==> src/rtl/pipelined_addsub_unit.sv <==
// Pipelined add/subtract unit: one SEG_W-bit segment is resolved per stage with the
// carry registered in between, plus signed saturation, carry/overflow/zero flags and a tag.
module pipelined_addsub_unit #(
  parameter int WIDTH = 32,
  parameter int SEG_W = 8,
  parameter int TAG_W = 5
) (
  input  logic             clock,
  input  logic             reset,
  input  logic             in_valid,
  input  logic [WIDTH-1:0] A,
  input  logic [WIDTH-1:0] B,
  input  logic [1:0]       op,
  input  logic [TAG_W-1:0] tag_in,
  input  logic             stall,
  output logic             out_valid,
  output logic [WIDTH-1:0] result,
  output logic             cout,
  output logic             ovf,
  output logic             zero,
  output logic [TAG_W-1:0] tag_out
);
  localparam int NSEG = WIDTH / SEG_W;

  if ((WIDTH % SEG_W) != 0 || NSEG < 1) begin : g_bad_params
    $error("pipelined_addsub_unit: WIDTH must be a nonzero multiple of SEG_W");
  end

  logic [WIDTH-1:0] b_mod;
  assign b_mod = op[0] ? ~B : B;

  logic [SEG_W-1:0] last_a;
  logic [SEG_W-1:0] last_b;
  logic             last_cin;
  logic             last_valid;
  logic             last_sat;
  logic [TAG_W-1:0] last_tag;
  logic [SEG_W:0]   last_sum;
  logic [WIDTH-1:0] raw;

  assign last_sum = {1'b0, last_a} + {1'b0, last_b} + {{SEG_W{1'b0}}, last_cin};

  if (NSEG == 1) begin : g_single
    assign last_a     = A;
    assign last_b     = b_mod;
    assign last_cin   = op[0];
    assign last_valid = in_valid;
    assign last_sat   = op[1];
    assign last_tag   = tag_in;
    assign raw        = last_sum[SEG_W-1:0];
  end else begin : g_multi
    for (genvar k = 0; k < NSEG - 1; k++) begin : g_stage
      localparam int LO = (k + 1) * SEG_W;
      localparam int HI = WIDTH - LO;

      logic [HI+SEG_W-1:0] a_in;
      logic [HI+SEG_W-1:0] b_in;
      logic                cin_in;
      logic                valid_in;
      logic                sat_in;
      logic [TAG_W-1:0]    tag_d;
      logic [LO-1:0]       sum_d;
      logic [SEG_W:0]      seg_sum;

      logic [LO-1:0]       sum_q;
      logic [HI-1:0]       a_q;
      logic [HI-1:0]       b_q;
      logic                carry_q;
      logic                valid_q;
      logic                sat_q;
      logic [TAG_W-1:0]    tag_q;

      assign seg_sum = {1'b0, a_in[SEG_W-1:0]} + {1'b0, b_in[SEG_W-1:0]}
                     + {{SEG_W{1'b0}}, cin_in};

      // Only op[1] travels down the pipe; op[0] is fully consumed as B inversion and carry-in.
      if (k == 0) begin : g_first
        assign a_in     = A;
        assign b_in     = b_mod;
        assign cin_in   = op[0];
        assign valid_in = in_valid;
        assign sat_in   = op[1];
        assign tag_d    = tag_in;
        assign sum_d    = seg_sum[SEG_W-1:0];
      end else begin : g_next
        assign a_in     = g_stage[k-1].a_q;
        assign b_in     = g_stage[k-1].b_q;
        assign cin_in   = g_stage[k-1].carry_q;
        assign valid_in = g_stage[k-1].valid_q;
        assign sat_in   = g_stage[k-1].sat_q;
        assign tag_d    = g_stage[k-1].tag_q;
        assign sum_d    = {seg_sum[SEG_W-1:0], g_stage[k-1].sum_q};
      end

      always_ff @(posedge clock or posedge reset) begin
        if (reset) begin
          sum_q   <= '0;
          a_q     <= '0;
          b_q     <= '0;
          carry_q <= 1'b0;
          valid_q <= 1'b0;
          sat_q   <= 1'b0;
          tag_q   <= '0;
        end else if (!stall) begin
          sum_q   <= sum_d;
          a_q     <= a_in[HI+SEG_W-1:SEG_W];
          b_q     <= b_in[HI+SEG_W-1:SEG_W];
          carry_q <= seg_sum[SEG_W];
          valid_q <= valid_in;
          sat_q   <= sat_in;
          tag_q   <= tag_d;
        end
      end
    end

    assign last_a     = g_stage[NSEG-2].a_q;
    assign last_b     = g_stage[NSEG-2].b_q;
    assign last_cin   = g_stage[NSEG-2].carry_q;
    assign last_valid = g_stage[NSEG-2].valid_q;
    assign last_sat   = g_stage[NSEG-2].sat_q;
    assign last_tag   = g_stage[NSEG-2].tag_q;
    assign raw        = {last_sum[SEG_W-1:0], g_stage[NSEG-2].sum_q};
  end

  logic             c_msb;
  logic             ovf_d;
  logic [WIDTH-1:0] res_d;

  assign c_msb = last_sum[SEG_W-1] ^ last_a[SEG_W-1] ^ last_b[SEG_W-1];
  assign ovf_d = c_msb ^ last_sum[SEG_W];

  // On overflow both operand signs agree, so A's sign alone picks the clamp direction.
  always_comb begin
    res_d = raw;
    if (last_sat && ovf_d) begin
      res_d = last_a[SEG_W-1] ? {1'b1, {(WIDTH-1){1'b0}}} : {1'b0, {(WIDTH-1){1'b1}}};
    end
  end

  always_ff @(posedge clock or posedge reset) begin
    if (reset) begin
      out_valid <= 1'b0;
      result    <= '0;
      cout      <= 1'b0;
      ovf       <= 1'b0;
      zero      <= 1'b0;
      tag_out   <= '0;
    end else if (!stall) begin
      out_valid <= last_valid;
      if (last_valid) begin
        result  <= res_d;
        cout    <= last_sum[SEG_W];
        ovf     <= ovf_d;
        zero    <= (res_d == '0);
        tag_out <= last_tag;
      end
    end
  end
endmodule

==> config.mk <==
export PLATFORM = sky130hd
export DESIGN_NAME = pipelined_addsub_unit
export DESIGN_NICKNAME = d
export VERILOG_FILES = /design/src/rtl/pipelined_addsub_unit.sv
export SDC_FILE = /design/constraint.sdc
export NUM_CORES = 1
export LEC_CHECK = 0
export CAP_MARGIN = 20
export CORE_MARGIN = 1.5
export CORE_UTILIZATION = 40
export CTS_BUF_LIST = sky130_fd_sc_hd__clkbuf_8
export DETAILED_ROUTE_END_ITERATION = 16
export PLACE_DENSITY = 0.66
export RECOVER_POWER = 50
export SKIP_CTS_REPAIR_TIMING = 1
export SYNTH_ARGS = -nofsm -noshare
export SYNTH_HDL_FRONTEND = slang
export SYNTH_SLANG_ARGS = --single-unit
==> constraint.sdc <==
create_clock -name clock -period 7.4 [get_ports clock]
set_input_delay 1.48 -clock clock [delete_from_list [all_inputs] [get_ports clock]]
set_output_delay 1.48 -clock clock [all_outputs]
set_load 0.02 [all_outputs]
==> results.ini <==
[setup_path]
rr_endpoint=result[20]
ff2ff_setup_slack_ns=3.87
slowest_delay_ns=1.60
rr_startpoint=g_multi.g_stage[2].a_q[0]
crit_path_max_fanout=32
path_class=primary input to flip-flop
required_ns=7.73
cp-start-kind=primary input
crit_end=g_multi.g_stage[0].carry_q
crit_top_cell=a21oi_1
critPathLaunch=op[0]
reg2regPathDepth=10
crit_path_end_kind=flip-flop
cp.arrival_ns=5.15
cp_cell_sequence=buf_2 > clkbuf_1 > xor2_1 > fa_1 > a21o_1 > a21oi_1 > o21bai_1 > a21oi_1 > o21bai_1 > a211oi_1 > a21oi_1
slowest_stage=clkbuf_1

[clock_tree]
cts.clk_slew.worst_paths_ns=0.06
cts_root_buffer=clkbuf_8
clockBufferDepth=3
cts_max_level=2
clock-sinks=209
cts_tree=yes
cts_made_buffers=37
insertion_delay_ns=0.51

[run_status]
outcome=complete, but fails checks
violations=capacitance limit, slew limit

[logic_synthesis]
synth_compound_area_share_pct=10.46
synth-main-ff-cell=dfrtp_1
synth-edff-count=0
netlist_instances=760
synth-seq-cells=209
avgSynthCellArea_um2=12.46
yosysSeqAreaShare_pct=55.23
synth.distinct_cells=51
synthMuxAreaShare_pct=14.69
synth-xor-area-share_pct=5.562
synth_fa_ha_area_share_pct=5.179
synth_nets=870
synth_top_family_by_area=multiplexers
synthArstFlopShare_pct=100.0
yosysWarnings=0
synthesis.area_um2=9470
synth-simple-area-share_pct=5.602

[global_route]
grt_max_degree=126
grt-ovfl-total=0
grt_use_total_pct=15.25
grt_pass1_wl_mm=29.97
grt_pass1_vias=5944
antenna_found_initial=0

[worst_hold_path]
hp-class=flip-flop to flip-flop

[place]
dp_hpwl_mm=11.94
gp_congestion=0.8401
place_area_um2=10860
portBuffers=115
placed_cells=1155

[timing]
fin_crit_ns=4.822
final_max_slew_viol_count=94
worst_pin_slew_ns=2.630
post-route-period-util_pct=65.16
max_freq_mhz=207.4
setup_tns_ns=0
hold_viol=0
finalSetupViolations=0
max_slew_margin_pct=-76.29
fin_skew_ns=0.01429
rsz0062_at_grt=false

[finish]
area_delta_synth_final_pct=22.65
diodes=0
layoutNonFillerInstCount=1218
drive_gt1_share_pct=21.36
nets=986
stdcell_area_um2=11610

[floorplan]
start_util_pct=40.59
core-area_um2=23330
die_y_um=156.9
rows=56
ioPinCount=116
fp.dieArea_um2=24610
die_w_um=156.9

[drt]
first_iter_violations=241
wl_per_cell_um=14.72
drc=0
dr.pass1.iters=4
antenna_left=0
drt_wl_total_mm=17.92
vias=5935
viasPerCell=4.873

[job]
max_cap_viol_count=2

[pwr]
power_w=0.003870
power_per_cell_area_nw_per_um2=333.2
total_leakage_power_nw=5.073
vdd_drop_max_mv=0.1551

layout by cell type, fill, tap and decap left out, types with 3 or more instances in the layout:
master	netlist	routed
fa_1	7	7
nand2_1	74	74
ha_1	28	28
a21o_1	6	6
inv_1	29	38
nor3_1	5	5
mux2_2	120	120
a31oi_1	7	7
a21oi_1	14	14
clkdlybuf4s50_1	0	112
clkbuf_8	0	48
o221ai_1	6	6
nor2b_1	3	3
nor4_1	8	8
nand2b_1	5	4
nand3_1	4	4
xnor2_1	37	37
xor2_1	15	15
o31ai_1	3	3
nor2_1	18	18
a221o_1	20	20
o21ai_0	54	54
a221o_2	4	4
mux2i_1	4	4
dfrtp_1	209	209
o21bai_1	6	6
cells by family (layout without fill, tap and decap cells):
| logic type | Yosys count | after routing |
|---|---|---|
| flip-flops | 209 | 209 |
| AND/OR/NAND/NOR | 123 | 123 |
| buffers and inverters | 72 | 211 |
| XOR/XNOR | 55 | 55 |
| AO/OA/AOI/OAI | 142 | 142 |
| adder cells (fa/ha/maj) | 35 | 35 |
| multiplexers | 124 | 124 |
critical path: cells and delay by family:
family,cells,cell delay [ns]
adders and majority gates,1,0.55
buffers and inverters,2,1.67
xor gates and xnor gates,1,0.34
AOI/OAI and AO/OA,7,1.06
area by class of cell:
| cell class | instances | area (µm²) |
|---|---|---|
| Clock buffer | 48 | 660.6 |
| Clock inverter | 14 | 85.08 |
| Fill cell | 2090 | 11720 |
| Inverter | 29 | 110.1 |
| Multi-Input combinational cell | 479 | 3933 |
| Sequential cell | 209 | 5230 |
| Tap cell | 319 | 399.1 |
| Timing Repair Buffer | 120 | 1197 |
through the flow:
stage,setup WS [ns],utilization (%),hold slack [ns]
after floorplan,0.2108,-,0.4331
after global placement,3.432,46.53,0.4404
after detailed placement,3.355,46.53,0.4493
after CTS,3.848,49.72,0.4621
after global routing,2.269,49.78,0.4894
final,2.578,49.78,0.4603
how the worst min path moves through the flow:
stage	start	to	slack (ns)	cells past startpoint
after global routing	g_multi.g_stage[2].tag_q[4]	tag_out[4]	0.49	2
final	g_multi.g_stage[2].tag_q[4]	tag_out[4]	0.46	2
after detailed placement	g_multi.g_stage[2].tag_q[4]	tag_out[4]	0.45	2
after CTS	g_multi.g_stage[2].tag_q[4]	tag_out[4]	0.46	2
after floorplan	g_multi.g_stage[2].tag_q[0]	tag_out[0]	0.43	2
after global placement	g_multi.g_stage[2].tag_q[4]	tag_out[4]	0.44	2
registers in the layout, indices dropped and copies added, names as in the netlist, 3 cells and up:
signal                   count
g_multi.g_stage.sat_q        3
tag_out                      5
result                      32
g_multi.g_stage.carry_q      3
g_multi.g_stage.b_q         48
g_multi.g_stage.a_q         48
g_multi.g_stage.tag_q       15
g_multi.g_stage.valid_q      3
g_multi.g_stage.sum_q       48
power by group:
| part | leakage, nW | internal [W] | switching (W) | total (W) |
|---|---|---|---|---|
| clock | 0.420 | 0.000611 | 0.000444 | 0.00106 |
| combinational | 2.13 | 0.000597 | 0.000579 | 0.00118 |
| sequential | 2.52 | 0.00143 | 0.000206 | 0.00164 |
layer usage:
| layer | vias to the layer above | track usage, % | routed length (µm) | share of wire, % |
|---|---|---|---|---|
| li1 | 2931 | - | - | - |
| met2 | 116 | 22.92 | 8069 | 45 |
| met4 | 0 | 5.533 | 361 | 2.0 |
| met5 | - | 0 | 0 | 0 |
| met1 | 2858 | 21.22 | 8564 | 48 |
| met3 | 30 | 3.960 | 929 | 5.2 |
cells in the mapped netlist (3+ instances only):
cell	count	area, µm²
clkbuf_1	30	112.6
buf_1	5	18.77
inv_1	29	108.9
xnor2_1	37	324.1
nor4_1	8	50.05
nand3_1	4	20.02
a31oi_1	7	43.79
a21o_1	6	45.04
o21ai_0	54	270.3
a21oi_1	14	70.07
ha_1	28	350.3
nor2b_1	3	18.77
o221ai_1	6	52.55
nand2b_1	5	31.28
fa_1	7	140.1
nor2_1	18	67.56
dfrtp_1	209	5230
a221o_1	20	200.2
nor3_1	5	25.02
mux2i_1	4	40.04
o31ai_1	3	22.52
a221o_2	4	45.04
o21bai_1	6	45.04
buf_6	4	45.04
mux2_2	120	1351
xor2_1	15	131.4
nand2_1	74	277.8
Note: power is estimated with default switching activity, not from simulation.
